### src/rtl/uart_tx.sv
// UART transmitter: one start bit, n_bits data bits sent LSB first, an optional parity bit, then
// stop_bits stop bits. A single FSM drives every output straight from a flop.
module uart_tx #(
  parameter int unsigned clock_rate  = 100000000,
  parameter int unsigned baud_rate   = 250000,
  parameter int unsigned n_bits      = 8,
  parameter int unsigned parity_mode = 0,
  parameter int unsigned stop_bits   = 1
) (
  input  logic              clk,
  input  logic              rst,
  input  logic [n_bits-1:0] data,
  input  logic              data_valid,
  output logic              data_ready,
  output logic              tx,
  output logic              busy,
  output logic              frame_done
);

  localparam int unsigned BitCycles = clock_rate / baud_rate;
  localparam int unsigned CntW      = (BitCycles > 1) ? $clog2(BitCycles) : 1;
  localparam logic [CntW-1:0] CntLast  = CntW'(BitCycles - 1);
  localparam logic [3:0]      BitLast  = 4'(n_bits - 1);
  localparam logic [3:0]      StopLast = 4'(stop_bits - 1);
  localparam logic            HasParity = (parity_mode != 0);
  localparam logic            OddParity = (parity_mode == 2);

  if (BitCycles < 2) begin : gen_bad_rate
    $error("uart_tx: clock_rate / baud_rate must be at least 2");
  end

  typedef enum logic [2:0] {
    StIdle,
    StStart,
    StData,
    StParity,
    StStop
  } state_e;

  state_e            state_q;
  logic [CntW-1:0]   cnt_q;
  logic [3:0]        idx_q;
  logic [n_bits-1:0] shift_q;
  logic              parity_q;

  wire bit_end = (cnt_q == CntLast);

  always_ff @(posedge clk or negedge rst) begin
    if (!rst) begin
      state_q    <= StIdle;
      cnt_q      <= '0;
      idx_q      <= '0;
      shift_q    <= '0;
      parity_q   <= 1'b0;
      tx         <= 1'b1;
      data_ready <= 1'b1;
      busy       <= 1'b0;
      frame_done <= 1'b0;
    end else begin
      frame_done <= 1'b0;
      unique case (state_q)
        StIdle: begin
          if (data_valid && data_ready) begin
            shift_q    <= data;
            // Parity is fixed at accept so later shifting cannot disturb it.
            parity_q   <= (^data) ^ OddParity;
            state_q    <= StStart;
            cnt_q      <= '0;
            idx_q      <= '0;
            tx         <= 1'b0;
            data_ready <= 1'b0;
            busy       <= 1'b1;
          end
        end
        StStart: begin
          if (bit_end) begin
            cnt_q   <= '0;
            state_q <= StData;
            tx      <= shift_q[0];
          end else begin
            cnt_q <= cnt_q + 1'b1;
          end
        end
        StData: begin
          if (bit_end) begin
            cnt_q <= '0;
            if (idx_q == BitLast) begin
              idx_q <= '0;
              if (HasParity) begin
                state_q <= StParity;
                tx      <= parity_q;
              end else begin
                state_q <= StStop;
                tx      <= 1'b1;
              end
            end else begin
              idx_q   <= idx_q + 1'b1;
              shift_q <= shift_q >> 1;
              tx      <= shift_q[1];
            end
          end else begin
            cnt_q <= cnt_q + 1'b1;
          end
        end
        StParity: begin
          if (bit_end) begin
            cnt_q   <= '0;
            state_q <= StStop;
            tx      <= 1'b1;
          end else begin
            cnt_q <= cnt_q + 1'b1;
          end
        end
        StStop: begin
          if (bit_end) begin
            cnt_q <= '0;
            // idx_q doubles as the stop-bit counter.
            if (idx_q == StopLast) begin
              idx_q      <= '0;
              state_q    <= StIdle;
              data_ready <= 1'b1;
              busy       <= 1'b0;
              frame_done <= 1'b1;
            end else begin
              idx_q <= idx_q + 1'b1;
            end
          end else begin
            cnt_q <= cnt_q + 1'b1;
          end
        end
        default: state_q <= StIdle;
      endcase
    end
  end

endmodule

### config.mk
export PLATFORM = sky130hd
export DESIGN_NAME = uart_tx
export DESIGN_NICKNAME = d
export VERILOG_FILES = /design/src/rtl/uart_tx.sv
export SDC_FILE = /design/constraint.sdc
export NUM_CORES = 1
export LEC_CHECK = 0
export ABC_AREA = 0
export CORE_MARGIN = 2
export CORE_UTILIZATION = 56
export DETAILED_ROUTE_END_ITERATION = 12
export PLACE_DENSITY = 0.78
export SYNTH_ARGS = -nofsm -noshare
export SYNTH_HDL_FRONTEND = slang
export SYNTH_SLANG_ARGS = --single-unit
### constraint.sdc
create_clock -name clk -period 2.39 [get_ports clk]
set_input_delay 0.478 -clock clk [delete_from_list [all_inputs] [get_ports clk]]
set_output_delay 0.478 -clock clk [all_outputs]
set_load 0.01 [all_outputs]
==> impl_metrics.json <==
{
  "outcome": "complete, no violations",
  "grt_max_degree": 29,
  "cts_tree": "yes",
  "critPathTopFamily": "simple AND/OR/NAND/NOR gates",
  "rr_worst_depth": 6,
  "holdBufCountCts": 0,
  "grtUsageMet2_pct": 31.2,
  "synth_area_leaders": "dfrtp_1 41%, mux2_4 7.5%, mux2_2 5.0%",
  "period_share_pct": 90.0,
  "grt_pass1_vias": 1088,
  "syn_inst": 152,
  "multi_input_area_um2": 850,
  "htree_num_levels": 1,
  "instances_no_fill": 198,
  "grt.met3_usage_pct": 3.17,
  "drt_iter0_markers": 32,
  "gr-max-usage-layer": "met2",
  "clkTransAtPathRegs_ps": 160,
  "track_usage_pct": 19.2,
  "ir_worst_vdd_mv": 0.417,
  "synth.largest_area_cell": "dfrtp_1",
  "slew_viol_final": 0,
  "die_width_um": 57.3,
  "powerDensity_nw_per_um2": 457,
  "leakage_nw": 0.823,
  "clock-sinks": 28,
  "drt-total-wl_mm": 2.92,
  "cp-end-kind": "register",
  "grt_first_pass_wirelength_mm": 4.89,
  "netlist_area_um2": 1590,
  "final-hold-violation-count": 0,
  "firstDrtPassIters": 4,
  "synthFlopType": "dfrtp_1",
  "synth_edf_count": 0,
  "synth_top_cell_area_share_pct": 40.9,
  "ys_ff_latch": 28,
  "cp-start-kind": "register",
  "register_area_um2": 703,
  "row_count": 19,
  "die_area_um2": 3280,
  "crit_type": "register to register",
  "core-area_um2": 2730,
  "clock_latency_ps": 350,
  "ios": 15,
  "slew_headroom_pct": 61.8,
  "cpPeakStageDelay_ps": 440,
  "r2r_slack_ps": 240,
  "portBuffers": 14,
  "fmax_mhz": 465,
  "numCtsBuffers": 3,
  "clock-skew-final_ps": 9.36,
  "antenna_left": 0,
  "crit_path_cell_trace": "ha_1 > nand3_2 > nor4_4 > a21oi_1 > nand2b_1 > mux2_4",
  "critPathMaxFanout": 8,
  "worst_slew_pin_slew_ps": 573,
  "n_fill_cell": 221,
  "clockRootBuffer": "clkbuf_4",
  "max_cap_viol_count": 0,
  "start_util_pct": 58.2,
  "cts_buffer_depth": 2,
  "drive_gt1_share_pct": 19.2,
  "path_buf_inv": 0,
  "diodes": 0,
  "vias_per_cell": 5.87,
  "critPathSlowestCell": "dfrtp_1",
  "fp.dieH_um": 57.3,
  "avgSynthCellArea_um2": 10.5,
  "rsz0062_at_grt": "no",
  "yosys-top-cells-count": "26 x dfrtp_1, 19 x nor2_1, 14 x nand2_1",
  "min_period_ps": 2150,
  "vias": 1162,
  "reg2reg_from": "cnt_q[0]",
  "gp_congestion": 0.772,
  "met1_usage_pct": 25.6,
  "synth.most_common_cell": "dfrtp_1",
  "reg2reg_to": "shift_q[6]",
  "async_reset_ff_share_pct": 100,
  "area_growth_pct": 14.0,
  "hp-class": "input port to asynchronous set/reset pin",
  "synthDistinctLibCells": 44,
  "drc": 0,
  "antenna_found_initial": 0,
  "finalSetupViolations": 0,
  "dp_hpwl_mm": 2.09,
  "gr-total-overflow": 0,
  "required_ps": 2650,
  "yosysWarningCount": 0,
  "syn-num-nets": 166,
  "setup_tns_ps": 0,
  "crit_arrival_ps": 2410,
  "nNetsFinal": 182,
  "dp.cells": 194,
  "wl_per_cell_um": 14.8,
  "seq_area_frac_synth_pct": 44.2
}
==> power breakdown <==
group,internal (mW),switching [mW]
sequential,0.474,0
clock,0.170,0.152
combinational,0.0201,0.0130
total,0.664,0.165
==> area by class of cell <==
| class | count | area share (%) |
|---|---|---|
| Tap cell | 31 | 2.14 |
| Multi-Input combinational cell | 116 | 46.8 |
| Clock inverter | 1 | 1.66 |
| Timing Repair Buffer | 17 | 8.97 |
| Inverter | 2 | 0.414 |
| Sequential cell | 28 | 38.8 |
| Clock buffer | 3 | 1.24 |
==> registers in the layout, indices dropped and copies added, names as in the netlist <==
signal / flops
busy: 1
cnt_q: 9
data_ready: 1
frame_done: 1
idx_q: 4
shift_q: 8
state_q: 3
tx: 1
==> through the flow <==
stage | hold slack [ps] | worst slack (ps) | area, um^2 | utilization (%) | total power [mW]
2_1_floorplan | 182 | 481 | 1590 | - | 0.489
3_3_place_gp | 476 | 176 | 1750 | 64.1 | 0.516
3_5_place_dp | 493 | 151 | 1750 | 64.1 | 0.517
4_1_cts | 490 | 128 | 1810 | 66.0 | 0.837
5_1_grt | 500 | 117 | 1810 | 66.4 | 0.853
6_report | 470 | 239 | 1810 | 66.4 | 0.829
==> how the worst max path moves through the flow <==
stage / startpoint / end / slack, ps / cells after the start
6_report: cnt_q[0] / shift_q[6] / 240 / 6
5_1_grt: cnt_q[0] / shift_q[6] / 120 / 6
4_1_cts: cnt_q[0] / shift_q[6] / 130 / 6
3_5_place_dp: data_valid / shift_q[4] / 150 / 6
3_3_place_gp: data_valid / shift_q[4] / 180 / 6
2_1_floorplan: cnt_q[0] / tx / 480 / 7
==> repair_timing <==
item | CTS | global route
endpoints found under the hold margin | 0 | 0
resized for setup | 0 | 1
setup buffers | 0 | 0
setup endpoints to repair | 0 | 2
==> cell usage in the layout, fill, tap and decap left out, types with 3 or more instances in the layout <==
cell type	instances
a21oi_1	4
buf_4	3
clkbuf_4	3
clkdlybuf4s50_1	14
dfrtp_1	26
ha_1	3
mux2_2	7
mux2_4	8
nand2_1	14
nand2b_1	4
nand3_1	6
nor2_1	19
nor2b_1	4
o21ai_0	4
o21ai_1	8
xnor2_1	6
==> metal layers <==
metal	share of wire [%]	wire length, um
met2	47	1390
met3	3.4	99
met4	1.7	51
met1	47	1380
met5	0	0
==> kinds of logic after synthesis <==
| group | synth area share, % |
|---|---|
| AO/OA/AOI/OAI | 11.6 |
| XOR/XNOR | 4.40 |
| adder cells (fa/ha/maj) | 2.36 |
| buffers and inverters | 2.99 |
| flip-flops | 44.2 |
| multiplexers | 13.2 |
| AND/OR/NAND/NOR | 21.3 |
(Power assumes the default switching activity.)
